===== src/rtl/traffic_lamp_driver_if.sv =====
// Signal bundle between the intersection light controller and the lamp driver:
// four traffic_light codes plus fault clear in, four lamp vectors plus status out.
interface traffic_lamp_driver_if;
  logic [1:0] north;
  logic [1:0] south;
  logic [1:0] east;
  logic [1:0] west;
  logic       fault_clr;
  logic [3:0] lamp_n;
  logic [3:0] lamp_s;
  logic [3:0] lamp_e;
  logic [3:0] lamp_w;
  logic       fault;
  logic       blink;

  modport master (
    output north, south, east, west, fault_clr,
    input  lamp_n, lamp_s, lamp_e, lamp_w, fault, blink
  );

  modport slave (
    input  north, south, east, west, fault_clr,
    output lamp_n, lamp_s, lamp_e, lamp_w, fault, blink
  );
endinterface


===== src/rtl/traffic_lamp_driver.sv =====
// Registers and decodes per-approach light codes into lamp vectors; a persistent
// N/S vs E/W permission conflict latches a flashing-red fault until cleared.
module traffic_lamp_driver #(
  parameter int BLINK_DIV       = 25,
  parameter int CONFLICT_CYCLES = 2
) (
  input logic                  clk,
  input logic                  rst_n,
  traffic_lamp_driver_if.slave bus
);

  localparam int CW = $clog2(CONFLICT_CYCLES + 1);
  localparam int DW = (BLINK_DIV > 1) ? $clog2(BLINK_DIV) : 1;
  localparam logic [1:0] CODE_RED = 2'd2;
  localparam logic [3:0] LAMP_RED = 4'b0001;

  typedef enum logic {NORMAL, FAULT} state_t;

  function automatic logic [3:0] decode(input logic [1:0] code);
    logic [3:0] lamp;
    lamp = LAMP_RED;
    case (code)
      2'd0:    lamp = 4'b0100;
      2'd1:    lamp = 4'b0010;
      2'd2:    lamp = 4'b0001;
      default: lamp = 4'b1001;
    endcase
    return lamp;
  endfunction

  state_t          state_q;
  logic [CW-1:0]   conf_cnt_q, conf_cnt_d;
  logic [DW-1:0]   div_cnt_q, div_cnt_d;
  logic            blink_q, blink_d;
  logic            fault_q;
  logic [3:0]      lamp_q [4];
  logic [1:0]      code [4];
  logic [3:0]      dec [4];
  logic            conflict;
  logic            trip;
  logic            div_wrap;

  assign code[0] = bus.north;
  assign code[1] = bus.south;
  assign code[2] = bus.east;
  assign code[3] = bus.west;

  for (genvar gi = 0; gi < 4; gi++) begin : g_dec
    assign dec[gi] = decode(code[gi]);
  end

  assign conflict = ((bus.north != CODE_RED) || (bus.south != CODE_RED)) &&
                    ((bus.east  != CODE_RED) || (bus.west  != CODE_RED));

  always_comb begin
    conf_cnt_d = '0;
    if (conflict) begin
      if (conf_cnt_q == CW'(CONFLICT_CYCLES))
        conf_cnt_d = conf_cnt_q;
      else
        conf_cnt_d = conf_cnt_q + CW'(1);
    end
  end

  // Trip on the edge that samples the last conflict, so it never reaches the lamps.
  assign trip = (state_q == NORMAL) && conflict && (conf_cnt_d == CW'(CONFLICT_CYCLES));

  assign div_wrap  = (div_cnt_q == DW'(BLINK_DIV - 1));
  assign div_cnt_d = div_wrap ? '0 : div_cnt_q + DW'(1);
  assign blink_d   = div_wrap ? ~blink_q : blink_q;

  always_ff @(posedge clk) begin
    if (!rst_n) begin
      state_q    <= NORMAL;
      fault_q    <= 1'b0;
      blink_q    <= 1'b0;
      div_cnt_q  <= '0;
      conf_cnt_q <= '0;
      for (int i = 0; i < 4; i++) lamp_q[i] <= LAMP_RED;
    end else begin
      case (state_q)
        NORMAL: begin
          conf_cnt_q <= conf_cnt_d;
          if (trip) begin
            state_q   <= FAULT;
            fault_q   <= 1'b1;
            blink_q   <= 1'b1;
            div_cnt_q <= '0;
            for (int i = 0; i < 4; i++) lamp_q[i] <= LAMP_RED;
          end else begin
            blink_q   <= blink_d;
            div_cnt_q <= div_cnt_d;
            for (int i = 0; i < 4; i++) lamp_q[i] <= dec[i];
          end
        end
        default: begin
          // Prescaler keeps running across the exit edge.
          blink_q   <= blink_d;
          div_cnt_q <= div_cnt_d;
          if (bus.fault_clr && !conflict) begin
            state_q    <= NORMAL;
            fault_q    <= 1'b0;
            conf_cnt_q <= '0;
            for (int i = 0; i < 4; i++) lamp_q[i] <= dec[i];
          end else begin
            conf_cnt_q <= conf_cnt_d;
            for (int i = 0; i < 4; i++) lamp_q[i] <= {3'b000, blink_d};
          end
        end
      endcase
    end
  end

  assign bus.lamp_n = lamp_q[0];
  assign bus.lamp_s = lamp_q[1];
  assign bus.lamp_e = lamp_q[2];
  assign bus.lamp_w = lamp_q[3];
  assign bus.fault  = fault_q;
  assign bus.blink  = blink_q;

endmodule


===== src/flat_wrapper.sv =====
// flat-port wrapper written by rule: the top's interface ports become plain ports
module traffic_lamp_driver_flat 
#(
  parameter int BLINK_DIV       = 25,
  parameter int CONFLICT_CYCLES = 2
)
  (clk, rst_n, bus_north, bus_south, bus_east, bus_west, bus_fault_clr, bus_lamp_n, bus_lamp_s, bus_lamp_e, bus_lamp_w, bus_fault, bus_blink);
  traffic_lamp_driver_if bus_i ();
  input logic clk;
  input logic rst_n;
  input wire logic [$bits(bus_i.north)-1:0] bus_north;
  input wire logic [$bits(bus_i.south)-1:0] bus_south;
  input wire logic [$bits(bus_i.east)-1:0] bus_east;
  input wire logic [$bits(bus_i.west)-1:0] bus_west;
  input wire logic [$bits(bus_i.fault_clr)-1:0] bus_fault_clr;
  output wire logic [$bits(bus_i.lamp_n)-1:0] bus_lamp_n;
  output wire logic [$bits(bus_i.lamp_s)-1:0] bus_lamp_s;
  output wire logic [$bits(bus_i.lamp_e)-1:0] bus_lamp_e;
  output wire logic [$bits(bus_i.lamp_w)-1:0] bus_lamp_w;
  output wire logic [$bits(bus_i.fault)-1:0] bus_fault;
  output wire logic [$bits(bus_i.blink)-1:0] bus_blink;
  assign bus_i.north = bus_north;
  assign bus_i.south = bus_south;
  assign bus_i.east = bus_east;
  assign bus_i.west = bus_west;
  assign bus_i.fault_clr = bus_fault_clr;
  assign bus_lamp_n = bus_i.lamp_n;
  assign bus_lamp_s = bus_i.lamp_s;
  assign bus_lamp_e = bus_i.lamp_e;
  assign bus_lamp_w = bus_i.lamp_w;
  assign bus_fault = bus_i.fault;
  assign bus_blink = bus_i.blink;
  traffic_lamp_driver #(.BLINK_DIV(BLINK_DIV), .CONFLICT_CYCLES(CONFLICT_CYCLES)) u_core (.clk(clk), .rst_n(rst_n), .bus(bus_i));
endmodule

===== config.mk =====
export PLATFORM = sky130hd
export DESIGN_NAME = traffic_lamp_driver_flat
export DESIGN_NICKNAME = d
export VERILOG_FILES = /design/src/rtl/traffic_lamp_driver_if.sv /design/src/rtl/traffic_lamp_driver.sv /design/src/flat_wrapper.sv
export SDC_FILE = /design/constraint.sdc
export NUM_CORES = 1
export LEC_CHECK = 0
export ABC_CLOCK_PERIOD_IN_PS = 4200
export CAP_MARGIN = 20
export CORE_UTILIZATION = 38
export DETAILED_ROUTE_END_ITERATION = 10
export GPL_TIMING_DRIVEN = 0
export PLACE_DENSITY = 0.75
export SYNTH_ARGS = -nofsm -noshare
export SYNTH_HDL_FRONTEND = slang
export SYNTH_SLANG_ARGS = --single-unit

===== constraint.sdc =====
create_clock -name clk -period 4.2 [get_ports clk]
set_input_delay 0.84 -clock clk [delete_from_list [all_inputs] [get_ports clk]]
set_output_delay 0.84 -clock clk [all_outputs]
set_load 0.005 [all_outputs]

* After elaboration in Yosys (flattened, before gate mapping)
Memory sizes are Yosys's and may differ from the RTL's. Index checks and enable logic that the tools add are counted.
Operators by class: reduce and logical (&&, ||, !) cells 13, bitwise gates (word level) 18, add/sub/neg operators 2, multiplexer cells 51, equal/unequal tests 16
Operators with widths (count):
- $mux W4 | 16
- $pmux W4 S3 | 4
- $mux W1 | 24
- $or A1 B1 Y1 | 16
- $mux W5 | 3
- $eq A2 B2 Y1 const B | 6
- $ne A2 B2 Y1 const B | 5
- $eq A2 B1 Y1 const B | 4
- $logic_not A2 Y1 | 4
- $mux W2 | 4
- $add A5 B1 Y5 const B | 1
- $eq A5 B5 Y1 const B | 1
- $logic_and A1 B1 Y1 | 4
- $add A2 B1 Y2 const B | 1
- $logic_or A1 B1 Y1 | 2
- $not A1 Y1 | 2
- $reduce_and A2 Y1 | 1
- $reduce_bool A2 Y1 | 1
- $logic_not A1 Y1 | 1
Storage, ports and cells: memories 1, output and inout bits 18, word-level logic and storage cells 106, memory bits (writable) 16, bits in registers 10, bits of input ports 11
Memories:
- u_core.lamp_q | depth 4, bits a word 4, read ports 4, clocked after memory_dff 0, write ports 4, line traffic_lamp_driver.sv:36 | logic [3:0] lamp_q [4];

* Logic depth before layout (Yosys ltp)
Gate-level depths: netlist of the first run.
depth in word-level cells 14, mapped depth 7, mapped depth without buffers 6

* Worst setup path after synthesis of the first run
No wires, ideal clock.
path kind in2reg, start input port bus_south[0], end memory u_core.lamp_q[2][0], data pin, path buffers 0, arrival time 1.627 ns, slack 2.314 ns, setup time 0.259 ns, required time 3.941 ns, stages on the path 4, cell sequence nand4bb_2 nand4b_1 nand2_1 o31a_1
RTL lines:
- start, declared | line flat_wrapper.sv:12 | input wire logic [$bits(bus_i.south)-1:0] bus_south;
- end, declared | line traffic_lamp_driver.sv:36

==> summary.txt, run 1 <==
Clock network
  • Post-CTS setup buffers: 0
  • Clock sink count: 26
  • Hold-fix buffers at CTS: 0
  • H-tree Lvls: 1
  • Worst-path clk slew: 0.13 ns
  • Clk_lat worst skew: 0.32 ns
  • CTS tree: built
  • # resized after CTS: 0
  • Root Buffer: clkbuf_4
  • Inserted Clock Buffers: 3
  • CTS max path bufs: 2

Placed design
  • Post-DP Area: 1460 um^2
  • Placed cell count: 163
  • GPL Wtd Cong: 0.732
  • Post-DP HPWL: 1510 um
  • Worst slack, placed: 1.67 ns
  • # port buffers: 28

Global route
  • Number of global-route vias before repair: 741
  • Total track usage: 13.2%
  • Total congestion overflow: 0
  • First-pass GRT wire length: 3170 um
  • Largest net degree at the start of global routing: 15
  • Initial antenna violation count: 0

Worst setup path
  • CP Max Fanout: 6
  • Slowest CP cell: clkdlybuf4s50_1
  • Crit path capture type: register
  • Slowest stage delay, CP: 0.46 ns
  • Crit path max-delay family: simple AND/OR/NAND/NOR gates
  • Ordered list of cells on the worst path: clkdlybuf4s50_1, nand4bb_2, nand4b_1, nand2_1, o31a_1
  • Worst path bufs/invs: 1
  • Critical path class: in -> reg
  • Crit path DAT: 2.30 ns
  • CP Launch Type: input pin
  • Critical path data required time: 4.28 ns

STA
  • Min setup slack post-route: 1.98 ns
  • Peak Freq: 450 MHz
  • Final hold vios: 0
  • Setup violators final: 0
  • RSZ-0062 raised after global routing: false
  • Clock Skews: 0.00721 ns
  • Final Max Tran Viols: 0
  • Clock period minus worst slack: 2.22 ns
  • Setup TNS: 0 ns
  • Min Hold Slack: 0.485 ns
  • Final period utilization: 52.9%

Route
  • Via/cell ratio: 4.71
  • Routed vias: 787
  • DRT Pass-1 Iters: 2
  • Routed wire length: 1920 um
  • Wirelength per Cell: 11.5 um
  • DRC viols: 0
  • 1st-iter DRT viols: 11
  • Antenna Nets Post-Route: 0

Floorplanning
  • Die height: 55.9 um
  • I/O pins: 29
  • Core footprint: 2760 um^2
  • Chip Width: 55.9 um
  • DIE AREA: 3120 um^2
  • Initial Utilization: 40.0%
  • Core Rows: 19

Cells and area
  • Final instance area: 1480 um^2
  • N_diodes: 0
  • Nets@finish: 151
  • Final cell count without fillers: 167
  • Final core occ: 53.7%
  • Area grow syn2layout: 34.4%
  • Share of layout cells above drive strength 1: 8.82%

Logic synthesis
  • Number of synthesized flops with an enable pin: 10
  • #FFs+latches synth: 26
  • Ys Warns: 0
  • Syn Std Cell Area: 1100 um^2
  • Synthesized area per cell: 11.6 um^2
  • Seq/Total Area, Yosys: 56.3%
  • Cell taking the most area after synthesis: dfxtp_1
  • Post-synthesis cell count: 95
  • Synth Flop Type: dfxtp_1
  • Most frequent cells after synthesis: dfxtp_1, edfxtp_1, inv_1
  • Most common cell in the netlist: dfxtp_1
  • FFs w/ async S/R, synth: 0%
  • Share of the synthesized area in the top cell type: 29.1%
  • Cell variety after synth: 33
  • Synth top area cells: dfxtp_1, edfxtp_1, ha_1

Pwr
  • Leakage: 0.544 nW
  • Worst vdd rail ir drop: 0.207 mV
  • Tot Pwr: 0.542 mW
  • Pwr dens: 366 nW/um^2

Outcome
  • Status: completed

Flow run
  • Number of max-cap violations: 0

Hold path
  • Worst min path class: reg -> reg
-- area by class of cell --
cell class,count,area [um^2]
Buffer,1,11.3
Sequential cell,26,621
Clock buffer,4,26.3
Tap cell,31,38.8
Fill cell,253,1280
Multi-Input combinational cell,68,470
Inverter,9,33.8
Timing Repair Buffer,28,280
-- tightest hold or removal path: stages, from the launching register on --
cell	delay, ns
dfxtp_1	0.33
inv_1	0.05
a221oi_1	0.06
-- logic make-up (layout without fill, tap and decap cells) --
kind of cell / Yosys count / count (layout) / synth area share [%]
AND/OR/NAND/NOR: 36 / 36 / 23.4
AO/OA/AOI/OAI: 17 / 17 / 10.9
other: 1 / 10 / 0.340
XOR/XNOR: 2 / 2 / 1.59
buffers and inverters: 10 / 42 / 4.09
flip-flops: 26 / 26 / 56.3
adder cells (fa/ha/maj): 3 / 3 / 3.41
-- cells in the final DEF, fill, tap and decap left out, drive strengths merged, types with 3 or more instances in the layout --
master	n
nand2	7
clkbuf	4
dfxtp	16
o21a	3
nor2	7
conb	10
ha	3
edfxtp	10
a21oi	6
clkdlybuf4s50	28
inv	9
nor3	5
nor3b	5
-- path summary, 6_finish.rpt --
check                           slack, ns             endpoint  cells after the start           startpoint
worst min register to register       0.49     u_core.bus.fault                      2     u_core.bus.fault
worst min-delay path                 0.49     u_core.bus.fault                      2     u_core.bus.fault
worst max register to register       2.42  u_core.lamp_q[2][0]                      6  u_core.div_cnt_q[0]
worst max-delay path                 1.98  u_core.lamp_q[2][0]                      5         bus_south[0]
-- sequential cells by signal, summed over array words and instances, names as in the netlist --
name and count:
u_core.bus.fault 1, u_core.lamp_q 16, u_core.conf_cnt_q 2, u_core.bus.blink 1, u_core.div_cnt_q 5, u_core.state_q 1
-- routing by layer --
metal	global-route usage, %	part of all wire [%]	vias to the layer above
li1	-	-	411
met1	14.4	45	355
met2	23.9	49	17
met3	3.26	4.4	4
met4	6.27	1.9	0
met5	0	0	-
-- power by group --
group | total, mW | internal [mW] | switching, mW
sequential | 0.305 | 0.291 | 0.0136
combinational | 0.130 | 0.0726 | 0.0573
clock | 0.107 | 0.0372 | 0.0700
total | 0.542 | 0.401 | 0.141
Note: power is estimated with default switching activity, not from simulation.
==> run 2: changes to the inputs <==
--- a/config.mk
+++ b/config.mk
@@ -5,7 +5,7 @@
 export SDC_FILE = /design/constraint.sdc
 export NUM_CORES = 1
 export LEC_CHECK = 0
-export ABC_CLOCK_PERIOD_IN_PS = 4200
+export ABC_CLOCK_PERIOD_IN_PS = 2200
 export CAP_MARGIN = 20
 export CORE_UTILIZATION = 38
 export DETAILED_ROUTE_END_ITERATION = 10
==> constraint.sdc (replaced) <==
create_clock -name clk -period 2.2 [get_ports clk]
set_input_delay 0.44 -clock clk [delete_from_list [all_inputs] [get_ports clk]]
set_output_delay 0.44 -clock clk [all_outputs]
set_load 0.005 [all_outputs]
==> results of run 2 <==
Same layout as run 1 (identical final DEF). Status: completed.
Among the figures that moved: setup slack after placement 1.67 ns -> 0.0677 ns; setup slack after layout 1.98 ns -> 0.379 ns; register-to-register setup slack 2.42 ns -> 0.42 ns; total power 0.542 mW -> 1.03 mW; worst IR drop on VDD 0.207 mV -> 0.395 mV
